## src/rtl/bill_acceptor_pkg.sv

```systemverilog
// bill_acceptor_pkg: shared FSM state encoding and default thresholds for the bill acceptor.
package bill_acceptor_pkg;
  typedef enum logic [2:0] {IDLE, MEASURE, RESULT, JAM, HOLD} state_t;
  localparam int TEN_MIN_DEF    = 2;
  localparam int TEN_MAX_DEF    = 4;
  localparam int TWENTY_MIN_DEF = 6;
  localparam int TWENTY_MAX_DEF = 8;
  localparam int JAM_LIMIT_DEF  = 15;
  localparam int GAP_DEF        = 2;
endpackage

```

## src/rtl/sync2.sv

```systemverilog
// sync2: two-flop synchronizer with synchronous active-low clear.
module sync2 (
  input  logic clk,
  input  logic clear,
  input  logic d,
  output logic q
);
  logic m;
  always_ff @(posedge clk)
    if (!clear) {q, m} <= 2'b00;
    else {q, m} <= {m, d};
endmodule

```

## src/rtl/bill_acceptor.sv

```systemverilog
// bill_acceptor: classifies bill-sensor pulse widths into Ten/Twenty/Reject pulses with jam detection.
module bill_acceptor
  import bill_acceptor_pkg::*;
#(
  parameter int TEN_MIN    = TEN_MIN_DEF,
  parameter int TEN_MAX    = TEN_MAX_DEF,
  parameter int TWENTY_MIN = TWENTY_MIN_DEF,
  parameter int TWENTY_MAX = TWENTY_MAX_DEF,
  parameter int JAM_LIMIT  = JAM_LIMIT_DEF,
  parameter int GAP        = GAP_DEF
) (
  input  logic Clock,
  input  logic Clear,
  input  logic BillSense,
  input  logic Ready,
  output logic Ten,
  output logic Twenty,
  output logic Reject,
  output logic Jam,
  output logic Busy
);
  localparam int WW = $clog2(JAM_LIMIT + 1);
  localparam int HW = $clog2(GAP + 1);
  localparam logic [WW-1:0] TMIN = WW'(TEN_MIN);
  localparam logic [WW-1:0] TMAX = WW'(TEN_MAX);
  localparam logic [WW-1:0] WMIN = WW'(TWENTY_MIN);
  localparam logic [WW-1:0] WMAX = WW'(TWENTY_MAX);
  localparam logic [WW-1:0] JLIM = WW'(JAM_LIMIT);
  localparam logic [WW-1:0] JPRE = WW'(JAM_LIMIT - 1);
  localparam logic [HW-1:0] HLAST = HW'(GAP - 1);

  if (TEN_MIN < 1 || TEN_MAX >= TWENTY_MIN || TWENTY_MAX >= JAM_LIMIT || GAP < 1) begin : g_bad_params
    $error("bill_acceptor: illegal parameter set");
  end

  state_t state, next;
  logic s;
  logic [WW-1:0] w, w_next;
  logic [HW-1:0] h, h_next;
  logic ten_n, twenty_n, reject_n;

  sync2 u_sync (.clk(Clock), .clear(Clear), .d(BillSense), .q(s));

  // Pulses are registered alongside the state, so the verdict is formed on the edge that opens RESULT.
  always_comb begin
    next = state;
    w_next = w;
    h_next = (state == HOLD) ? h + HW'(1) : '0;
    ten_n = 1'b0;
    twenty_n = 1'b0;
    reject_n = 1'b0;
    case (state)
      IDLE: if (s) begin
        next = MEASURE;
        w_next = WW'(1);
      end
      MEASURE: if (!s) begin
        next = RESULT;
        ten_n = Ready && w >= TMIN && w <= TMAX;
        twenty_n = Ready && w >= WMIN && w <= WMAX;
        reject_n = !ten_n && !twenty_n;
      end else if (w == JPRE) begin
        next = JAM;
        w_next = JLIM;
        reject_n = 1'b1;
      end else w_next = w + WW'(1);
      RESULT: next = HOLD;
      JAM: next = s ? JAM : HOLD;
      HOLD: next = (h == HLAST) ? IDLE : HOLD;
      default: next = IDLE;
    endcase
  end

  always_ff @(posedge Clock)
    if (!Clear) begin
      state <= IDLE;
      w <= '0;
      h <= '0;
      {Ten, Twenty, Reject, Jam, Busy} <= '0;
    end else begin
      state <= next;
      w <= w_next;
      h <= h_next;
      Ten <= ten_n;
      Twenty <= twenty_n;
      Reject <= reject_n;
      Jam <= next == JAM;
      Busy <= next != IDLE;
    end
endmodule

```

## config.mk

```make
export PLATFORM = sky130hd
export DESIGN_NAME = bill_acceptor
export DESIGN_NICKNAME = d
export VERILOG_FILES = /design/src/rtl/bill_acceptor_pkg.sv /design/src/rtl/sync2.sv /design/src/rtl/bill_acceptor.sv
export SDC_FILE = /design/constraint.sdc
export NUM_CORES = 1
export LEC_CHECK = 0
export ABC_CLOCK_PERIOD_IN_PS = 1750
export BUFFER_PORTS_ARGS = -buffer_cell sky130_fd_sc_hd__buf_2
export CORE_MARGIN = 2
export CORE_UTILIZATION = 53
export DETAILED_ROUTE_END_ITERATION = 10
export MAX_ROUTING_LAYER = met4
export PLACE_DENSITY_LB_ADDON = 0.2
export SYNTH_ARGS = -nofsm -noshare
export SYNTH_HDL_FRONTEND = slang
export SYNTH_HIERARCHICAL = 1
export SYNTH_SLANG_ARGS = --single-unit
```

## constraint.sdc

```tcl
create_clock -name Clock -period 1.75 [get_ports Clock]
set_clock_uncertainty 0.1 [all_clocks]
set_input_delay 0.0875 -clock Clock [delete_from_list [all_inputs] [get_ports Clock]]
set_output_delay 0.0875 -clock Clock [all_outputs]
set_load 0.03 [all_outputs]
```

Word level (Yosys, flattened, before mapping)
Cells that the tools add are included.

Bits in registers: 16. Bits of input ports: 4. Output and inout port bits: 5. Word-level logic and storage cells: 53.

$add $sub $neg: 2. $lt $le $gt $ge: 4. Equal/unequal tests: 9. Multiplexer cells: 12. Bitwise operators: 2. Reductions and logical operators: 14.

Operators by type and width (number): 3-bit two-way mux (5); 3-bit one-hot mux with 5 select lines (1); 4-bit two-way mux (3); 3-bit by 2-bit equality test with 1-bit output, second input constant (3); 4-bit one-hot mux with 2 select lines (1); 1-bit logical AND (5); 4-bit by 1-bit adder with 4-bit output, second input constant (1); 4-bit equality test, second input constant (1); 4-bit by 2-bit >= comparator with 1-bit output, second input constant (1); 4-bit by 3-bit >= comparator with 1-bit output, second input constant (1); 4-bit by 3-bit <= comparator with 1-bit output, second input constant (1); 4-bit <= comparator, second input constant (1); 2-bit by 1-bit inequality test with 1-bit output, second input constant (2); 2-bit AND reduction (2); 3-bit by 1-bit equality test with 1-bit output, second input constant (1); 3-bit equality test, second input constant (1); 3-bit logical NOT (1); 3-bit AND reduction (1); 3-bit nonzero test (1); 3-bit OR reduction (1); 2-bit by 1-bit adder with 2-bit output, second input constant (1); 2-bit by 1-bit equality test with 1-bit output, second input constant (1); 1-bit logical NOT (2); 1-bit two-way mux (2); 2 further kinds (3).

Depth between registers and ports, before layout
Gate-level depths: netlist (run 1).

Depth in word-level cells: 6. Gate-level depth with buffers: 5. Gate-level depth less buffers: 5.

Cells and area by module
Netlist (run 1), hierarchy kept.

Modules (own cells, without submodules): bill_acceptor (times used 1, cells each 72, area an instance 676.9 um2, sequential area each 280.3 um2); sync2 (times used 1, cells each 4, area an instance 52.6 um2, sequential area each 40.0 um2).

Least setup slack after synthesis (run 1)
Ideal clock, no wire load.

Path kind: reg2reg. Start: reg w[1]. End: reg Busy. Setup time: 0.058 ns. Arrival time: 1.240 ns. Data required time: 1.592 ns. Setup slack: 0.352 ns. Stages on the path, launching flop included: 5. Buffers on the path: 0. Period minus slack after synthesis: 1.398 ns. Cell sequence: dfxtp_1 -> ha_1 -> a31oi_1 -> a2111oi_2 -> a21o_1.

Cells in the longest elaborated chain, start to end: 5.

Ends and longest elaborated chain: start, declared (line bill_acceptor.sv:38) `logic [WW-1:0] w, w_next;`; start signal, assigned (line bill_acceptor.sv:82) `w <= w_next;`; 4-bit equality test (line bill_acceptor.sv:62) `end else if (w == JPRE) begin`; 3-bit two-way mux (line bill_acceptor.sv:62); 3-bit two-way mux (line bill_acceptor.sv:57) `MEASURE: if (!s) begin`; 3-bit one-hot mux with 5 select lines (line bill_acceptor.sv:52) `case (state)`; 3-bit nonzero test (line bill_acceptor.sv:88) `Busy <= next != IDLE;`; end signal, assigned (line bill_acceptor.sv:79) `{Ten, Twenty, Reject, Jam, Busy} <= '0;`; end signal, assigned (line bill_acceptor.sv:88); end, declared (line bill_acceptor.sv:20) `output logic Busy`.

No other way between the ends. A chain may end at the register's enable or synchronous reset.

Worst setup path after layout (run 1)
Start: reg w[0]. End: reg Busy.

Same word-level chain as after synthesis.

==> flow_summary.ini, run 1 <==
[finish]
areaGrowthSynthToFinish_pct = 13.2
fin_cells = 103
antenna_cells = 0
num-nets-final = 97
layout-drive-gt1-share_pct = 19.3

[detailed_routing]
totalWireLength_um = 1220
viasPerCell = 5.67
route.detailed.drc = 0
drtAntennaViolNets = 0
dr.first_iter.drc_count = 26
num_vias = 584
wl_per_cell_um = 11.9
dr.pass1.iters = 4

[sta]
slew_headroom_pct = 78.6
setup_violations = 0
tns_ps = 0
min_period_ps = 1510
maxSlewViolCount = 0
finalCritPeriodShare_pct = 86.4
rsz0062_at_grt = false
fin_hold_ws_ps = 4.74
hold_viol = 0
tightest_slew_ps = 320
fmax_mhz = 661

[global_route]
grt_util_all_layers_pct = 18.6
antenna_found_initial = 0
grt_max_degree = 11
grt_pass1_wl_um = 2030
overflow = 0
grt_pass1_vias = 482

[synthesis]
synth_warnings = 6
yosys-top-cells-count = dfxtp_1 (16), a21oi_1 (5), inv_1 (5)
avgSynthCellArea_um2 = 9.60
synth.top_cell.area_share_pct = 43.9
ys_seq_area_share_pct = 43.9
ys_types = 32
async_reset_ff_share_pct = 0
ys_ff_latch = 16
netlist_top_cells_area = dfxtp_1 (44%), ha_1 (6.9%), a21oi_1 (3.4%)
synth_area_um2 = 729
synthesis.nets = 84
synth.most_common_cell = dfxtp_1
yosys.area.top_type = dfxtp_1
synth_ff_type = dfxtp_1
synth_edf_count = 0
synthCells = 76

[placed_design]
hpwl_um = 856
globalplace.congestion = 0.807
dp.cells = 98
port_buffers = 8

[power_and_ir_drop]
leakage_nw = 0.325
ir_worst_vdd_mv = 0.419
clockPowerShare_pct = 37.0
p_sw_mw = 0.143
power_frac_comb_pct = 5.3
swShare_pct = 21.8
internal-power_mw = 0.512
powerDensity_nw_per_um2 = 794
pwr-share-seq_pct = 57.7

[critical_path]
slowest_delay_ps = 440
cp_slowest_cell = dfxtp_1
r2r_cells = 5
crit_arrival_ps = 1590
r2r_end = Busy
reg2reg_setup_slack_ps = 240
critPathMaxFanout = 7
cp-end-kind = flip-flop
rr_startpoint = w[0]
path_cells = inv_1 -> ha_1 -> a31oi_1 -> a2111oi_2 -> a21o_1
critPathKind = flip-flop to flip-flop
worst_ep_required_time_ps = 1830
startpoint_type = flip-flop

[clock_tree]
cts_root_buffer = clkbuf_4
clkTransAtPathRegs_ps = 100
cts_setup_buffers = 0
insertion_delay_ps = 280
numCtsBuffers = 3
clock_sinks = 16
cts_max_level = 1
cts_buffer_depth = 2
cts_tree = built
cts_resized = 0

[floorplanning]
start_util_pct = 56.1
die-width_um = 41.1
ios = 9
core_area_um2 = 1300
row_count = 13
dieArea_um2 = 1690
die_height_um = 41.1

[hold_path]
hold_path_class = input pin to flip-flop
holdPathEnd = Twenty
hold_path_depth = 3
min-delay-start = Ready

[run]
drv_cap = 0

[outcome]
status = completed
## power groups by stage
stage	registers [mW]	clock network, mW	logic, mW
floorplan	0.388	0	0.0202
global placement	0.387	0	0.0321
detailed placement	0.387	0	0.0329
CTS	0.379	0.250	0.0348
global route	0.381	0.266	0.0388
finish	0.379	0.243	0.0345
## placed cells by master, fill, tap and decap left out, types with 2 or more instances in the layout
cell,instances
o21ai_1,2
inv_1,5
ha_1,4
nand4b_1,2
a21oi_1,5
nand3_1,3
dfxtp_1,16
nand2b_1,3
buf_2,8
nand2_1,4
and3_1,2
nor2_1,3
a211oi_1,2
a31oi_1,2
and2_1,2
o21ai_0,3
nand4_1,2
clkbuf_4,3
## how the worst max path moves through the flow
stage | startpoint | end | slack, ps | depth (start not counted)
floorplan | w[1] | Busy | 350 | 4
global placement | w[0] | Busy | 310 | 5
detailed placement | w[0] | Busy | 280 | 5
CTS | w[0] | Busy | 250 | 5
global route | w[0] | Busy | 80 | 5
finish | w[0] | Busy | 240 | 5
## what timing repair did
item | CTS | global route
hold endpoints to repair | 1 | 0
hold buffers | 1 | 0
endpoints found under the setup margin | 0 | 0
## area by class of cell
| cell class | count | area, um2 |
|---|---|---|
| multi-input combinational | 52 | 370 |
| tap | 15 | 18.8 |
| sequential | 16 | 320 |
| fill | 107 | 475 |
| clock buffer | 4 | 36.3 |
| inverter | 6 | 22.5 |
| timing repair buffer | 10 | 57.6 |
## sequential cells by signal, indices dropped and copies added, names as in the netlist
signal / flops
Busy: 1
Jam: 1
Reject: 1
Ten: 1
Twenty: 1
h: 2
state: 3
u_sync/m: 1
u_sync/q: 1
w: 4
## metal layers
metal | wire [um] | track usage (%)
met1 | 606 | 22.9
met2 | 557 | 30.1
met3 | 50 | 4.89
met4 | 6 | 4.84
met5 | 0 | -
## stage by stage
stage	area, um2	power (mW)	setup WS [ps]	util [%]
floorplan	729	0.408	352	-
global placement	779	0.419	307	59.9
detailed placement	779	0.420	277	59.9
CTS	826	0.663	250	63.5
global route	826	0.686	83.2	63.5
finish	826	0.656	238	63.5
## cell families after synthesis
kind of cell    count (synthesis)  share of synthesized area, %
flops                          16                          43.9
compound gates                 19                          17.5
buf+inv                         8                          5.32
simple gates                   29                          26.4
fa+ha+maj                       4                          6.86
## worst max-delay path: cells and delay by family (launching register included)
kind | cells | cell delay (ps)
buf+inv | 1 | 90
fa+ha+maj | 1 | 240
flops | 1 | 440
compound gates | 3 | 550
Note: power is estimated with default switching activity, not from simulation.
==> run 2, diff against run 1 <==
--- a/config.mk
+++ b/config.mk
@@ -5,10 +5,12 @@
 export SDC_FILE = /design/constraint.sdc
 export NUM_CORES = 1
 export LEC_CHECK = 0
-export ABC_CLOCK_PERIOD_IN_PS = 1750
+export ABC_AREA = 1
 export BUFFER_PORTS_ARGS = -buffer_cell sky130_fd_sc_hd__buf_2
+export CELL_PAD_IN_SITES_DETAIL_PLACEMENT = 0
+export CELL_PAD_IN_SITES_GLOBAL_PLACEMENT = 1
 export CORE_MARGIN = 2
-export CORE_UTILIZATION = 53
+export CORE_UTILIZATION = 38
 export DETAILED_ROUTE_END_ITERATION = 10
 export MAX_ROUTING_LAYER = met4
 export PLACE_DENSITY_LB_ADDON = 0.2
==> run 2 against run 1 <==
  * Global-route usage is 4.2 points lower
  * Critical path depth up 3
  * Clock power down 26%
  * Synthesized area fell by 0.34%
  * Die area up 35%
  * Sequential power decreased by 1%
  * Synthesized cell count is 36% higher
  * Total power fell by 9.4%
  * Register-to-register slack improved by 150 ps
  * Critical path type unchanged
  * Critical endpoint unchanged
  * Largest cell class unchanged
==> flow_summary.ini, run 2 <==
[sta]
fmax_mhz = 734
hold_viol = 0
finalCritPeriodShare_pct = 77.8
rsz0062_at_grt = false
tns_ps = 0
fin_hold_ws_ps = 9.36
maxSlewViolCount = 0
setup_violations = 0
tightest_slew_ps = 291
min_period_ps = 1360
slew_headroom_pct = 80.6

[floorplanning]
die-width_um = 47.7
start_util_pct = 41.2
row_count = 15
dieArea_um2 = 2280
core_area_um2 = 1760
die_height_um = 47.7
ios = 9

[power_and_ir_drop]
power.total_mw = 0.594
swShare_pct = 21.8
ir_worst_vdd_mv = 0.400
pwr-share-seq_pct = 63.1
power_frac_comb_pct = 6.7
clockPowerShare_pct = 30.2
p_sw_mw = 0.129
internal-power_mw = 0.465
leakage_nw = 0.411
powerDensity_nw_per_um2 = 713

[critical_path]
path_cells = inv_1 -> ha_1 -> nand3_1 -> nand2_1 -> nand3_1 -> nand2_1 -> inv_1 -> nand2_1
critPathMaxFanout = 6
critPathKind = flip-flop to flip-flop
startpoint_type = flip-flop
crit_path_frequent_cell = nand2_1
cp-end-kind = flip-flop
crit_arrival_ps = 1440
reg2reg_setup_slack_ps = 390
slowest_delay_ps = 360
cp_slowest_cell = dfxtp_1
worst_ep_required_time_ps = 1830

[synthesis]
ys_seq_area_share_pct = 44.1
synth.top_cell.area_share_pct = 44.1
synth_edf_count = 0
synth.most_common_cell = nand2_1
synthesis.nets = 111
yosys-top-cells-count = nand2_1 (34), dfxtp_1 (16), inv_1 (11), nor2_1 (11), a21oi_1 (6)
netlist_top_cells_area = dfxtp_1 (44%), nand2_1 (18%), ha_1 (6.9%)
avgSynthCellArea_um2 = 7.06
async_reset_ff_share_pct = 0
ys_types = 16
synthCells = 103
synth_ff_type = dfxtp_1
synth_warnings = 6
synth_area_um2 = 727
yosys.area.top_type = dfxtp_1
ys_ff_latch = 16

[global_route]
grt_max_degree = 9
overflow = 0
grt_pass1_vias = 546
antenna_found_initial = 0
grt_pass1_wl_um = 2190
grt_util_all_layers_pct = 14.4

[hold_path]
hold_path_class = input pin to flip-flop

[finish]
fin_cells = 140
reg_top3 = w x4, state x3, h x2
areaGrowthSynthToFinish_pct = 14.6
largest_reg_flops = 4
antenna_cells = 0
mostFrequentLayoutCell = nand2_1
regMostFlops = w
layout-drive-gt1-share_pct = 18.3
mostFrequentLayoutCells = nand2_1 (34), dfxtp_1 (16), inv_1 (11), nor2_1 (11), buf_2 (8)
num-nets-final = 125
final_cell_area_um2 = 833

[detailed_routing]
num_vias = 623
drtAntennaViolNets = 0
wl_per_cell_um = 8.71
route.detailed.drc = 0
viasPerCell = 4.45
totalWireLength_um = 1220
dr.first_iter.drc_count = 7
dr.pass1.iters = 4

[clock_tree]
cts_root_buffer = clkbuf_4
cts_max_level = 1
cts_setup_buffers = 0
cts_tree = built
cts_buffer_depth = 2
insertion_delay_ps = 270
clkTransAtPathRegs_ps = 80
numCtsBuffers = 3
clock_sinks = 16

[run]
drv_cap = 0

[placed_design]
globalplace.congestion = 0.719
port_buffers = 8
hpwl_um = 966
place_area_um2 = 791
dp.cells = 135

[outcome]
status = completed
==> run 2: cell types whose count changed after synthesis, sizes merged, moves of 3 or more <==
cell and delta:
inv +10, nand2 +32, nand2b -3, nor2 +10, nor3 +3, o21ai -4
==> run 2: per-stage QoR <==
stage / util (%) / setup slack (ps)
final: 47.2 / 388
after detailed placement: 44.8 / 379
after global routing: 47.2 / 245
after global placement: 44.8 / 415
after CTS: 47.2 / 364
after floorplan: - / 489
==> run 2: cell type report <==
type / instances / area (um2)
repair buffers: 10 / 60.1
multi-input cells: 70 / 339
inverters: 16 / 60.1
fillers: 202 / 931
clock buffers: 3 / 22.5
flip-flops and latches: 16 / 320
well taps: 25 / 31.3
==> run 2: path summary, 6_finish.rpt <==
kind / endpoint / depth (start not counted) / from
setup / recovery: Busy / 8 / w[0]
hold / removal: u_sync/m / 3 / Clear
setup reg to reg: Busy / 8 / w[0]
hold reg to reg: u_sync/q / 2 / u_sync/m
==> run 2: power by group through the flow <==
stage	Sequential [mW]	Combinational [mW]	Clock, mW
2_1_floorplan	0.387	0.0213	0
3_3_place_gp	0.384	0.0368	0
3_5_place_dp	0.384	0.0367	0
4_1_cts	0.375	0.0402	0.189
5_1_grt	0.376	0.0462	0.205
6_report	0.375	0.0399	0.179
==> run 2: layer usage <==
metal	vias up	GRT usage, %	share of wire, %	wire length (um)
li1	341	-	-	-
met1	266	18.0	51	621
met2	14	21.1	42	515
met3	2	5.66	5.7	69
met4	0	4.86	0.98	12
met5	-	-	0	0
==> run 2: critical path, delay by kind of cell, from the launching register on <==
family                     cells  cell delay [ps]
DFF                            1              360
and+or+nand+nor                5              420
buffers and inverters          2              150
adders and majority gates      1              240
==> run 2: kinds of logic after synthesis <==
kind of cell	count (synthesis)	share of synthesized area, %
AND/OR/NAND/NOR	58	33.7
buffers and inverters	17	9.30
flip-flops	16	44.1
AO/OA/AOI/OAI	7	4.82
adder cells (fa/ha/maj)	4	6.88
XOR/XNOR	1	1.21
==> run 2: timing repair <==
action                     CTS  global route
hold endpoints to repair     2             0
resized for setup            0             0
setup endpoints to repair    0             0
hold buffers                 2             0
==> run 3, diff against run 2 <==
--- a/config.mk
+++ b/config.mk
@@ -10,7 +10,7 @@
 export CELL_PAD_IN_SITES_DETAIL_PLACEMENT = 0
 export CELL_PAD_IN_SITES_GLOBAL_PLACEMENT = 1
 export CORE_MARGIN = 2
-export CORE_UTILIZATION = 38
+export CORE_UTILIZATION = 35
 export DETAILED_ROUTE_END_ITERATION = 10
 export MAX_ROUTING_LAYER = met4
 export PLACE_DENSITY_LB_ADDON = 0.2
==> constraint.sdc (replaced) <==
create_clock -name Clock -period 1.1 [get_ports Clock]
set_clock_uncertainty 0.1 [all_clocks]
set_input_delay 0.055 -clock Clock [delete_from_list [all_inputs] [get_ports Clock]]
set_output_delay 0.055 -clock Clock [all_outputs]
set_load 0.03 [all_outputs]
==> run 3 against run 2 <==
  * First-iteration DRC count grew 14%
  * The flow now finishes with violations (negative hold slack, negative setup slack)
  * Sequential power grew 59%
  * Routed wire length grew 11%
  * Sequential cell count is the same
  * Total power grew 77%
  * Non-clock buffer count grew 9
  * Combinational power grew 120%
  * Sequential share of layout area shrank 5.7 points
  * Largest cell class unchanged
  * Critical path depth shrank 1
  * Die area grew 7.8%
  * Utilization grew 4.2 points
  * Highest routed layer unchanged
  * Critical path type unchanged
  * Critical endpoint is now Jam
==> flow_summary.ini, run 3 (same netlist as run 2, synthesis figures left out) <==
[run]
drv_cap = 0

[clock_tree]
clkTransAtPathRegs_ps = 80
cts_tree = built
numCtsBuffers = 3
insertion_delay_ps = 280
cts_root_buffer = clkbuf_4
cts_max_level = 1
cts_buffer_depth = 2
clock_sinks = 16

[critical_path]
cp_slowest_cell = dfxtp_4
worst_ep_required_time_ps = 1220
slowest_delay_ps = 360
crit_family = flip-flops
crit_arrival_ps = 1270
critPathKind = flip-flop to flip-flop
cp-end-kind = flip-flop
path_buf_inv = 2
startpoint_type = flip-flop
crit_start = w[0]
rr_startpoint = w[0]
critPathMaxFanout = 4
path_cells = inv_4 -> ha_4 -> nand3_4 -> nand2_4 -> buf_4 -> nand2_2 -> nor2_1

[finish]
largest_reg_flops = 4
multi_input_area_um2 = 414
areaGrowthSynthToFinish_pct = 38.9
mostFrequentLayoutCells = nand2_1 (28), dfxtp_1 (12), inv_1 (10), nor2_1 (10), buf_2 (8)
antenna_cells = 0
mostFrequentLayoutCell = nand2_1
layout-drive-gt1-share_pct = 38.4
reg_top3 = w x4, state x3, h x2
regMostFlops = w
fin_util_pct = 51.5
num-nets-final = 134
nFillCells = 205
regArea_um2 = 330
fin_cells = 152

[global_route]
grt_pass1_vias = 599
overflow = 0
grt_pass1_wl_um = 2370
grt_util_all_layers_pct = 13.0
grt_max_degree = 10
antenna_found_initial = 0

[power_and_ir_drop]
ir_worst_vdd_mv = 1.01
leakage_nw = 0.470
powerDensity_nw_per_um2 = 1040

[sta]
min_period_ps = 1140
slew_headroom_pct = 84.2
maxSlewViolCount = 0
tns_ps = -168
rsz0062_at_grt = true
fmax_mhz = 874
fin_hold_ws_ps = -58.2
fin_ws_ps = -44.2
setup_violations = 7
finalCritPeriodShare_pct = 104
tightest_slew_ps = 235
hold_viol = 6

[placed_design]
dp.cells = 143
port_buffers = 8
globalplace.congestion = 0.763
hpwl_um = 1030

[floorplanning]
die-width_um = 49.6
dieArea_um2 = 2460
die_height_um = 49.6
ios = 9
start_util_pct = 37.1
row_count = 16
core_area_um2 = 1960

[detailed_routing]
num_vias = 667
wl_per_cell_um = 8.89
route.detailed.drc = 0
viasPerCell = 4.39
dr.first_iter.drc_count = 8
dr.pass1.iters = 4
totalWireLength_um = 1350
drtAntennaViolNets = 0

[hold_path]
hold_path_class = input pin to flip-flop
min-delay-start = Clear

[outcome]
status = finished, violations left
violations = negative hold slack, negative setup slack
==> run 3: changes by cell type in the layout (fill, tap and decap cells not counted), sizes merged <==
cell / delta
dlygate4sd3: +2
buf: +7
clkbuf: +1
==> run 3: cell type report <==
cell class,instances,share of cell area [%]
repair buffers,19,13.1
multi-input cells,70,41.0
inverters,16,6.20
flip-flops and latches,16,32.7
well taps,27,3.35
clock buffers,4,3.59
==> run 3: power breakdown <==
group | internal, mW | leakage (nW) | switching (mW)
Clock | 0.201 | 0.0210 | 0.168
Sequential | 0.587 | 0.132 | 0.00813
Combinational | 0.0385 | 0.316 | 0.0498
==> run 3: worst paths after layout <==
check	to	slack, ps	cells after the start
worst min-delay path	state[2]	-60	3
worst min register to register	u_sync/q	310	2
worst max-delay path	Jam	-40	7
worst max register to register	Jam	-40	7
==> run 3: worst reg2reg max path: cells and delay by family (launching register included) <==
family / cells / cell delay [ps]
DFF: 1 / 360
adders and majority gates: 1 / 150
and+or+nand+nor: 4 / 300
buffers and inverters: 2 / 180
==> run 3: through the flow <==
stage                     total power [mW]  cell area, um2  setup WS, ps  hold slack (ps)
after floorplan                      0.653             757          11.3             48.5
after global placement               0.680             868         -33.1              140
after detailed placement             0.680             868         -53.7              143
after CTS                             1.06             952         -49.2            -31.6
after global routing                  1.11            1010          -133            -29.7
final                                 1.05            1010         -44.2            -58.2
==> run 3: per-layer routing <==
layer / part of all wire, % / global-route usage [%]
met2: 42 / 19.6
met4: 0.89 / 4.17
met3: 5.3 / 5.45
met5: 0 / -
met1: 51 / 15.7
==> run 3: timing repair <==
action,4_1_cts,5_1_grt
resized for setup,6,11
setup endpoints to repair,5,11
hold endpoints to repair,5,3
hold buffers,2,2
setup buffers,0,1
pin swaps,3,7
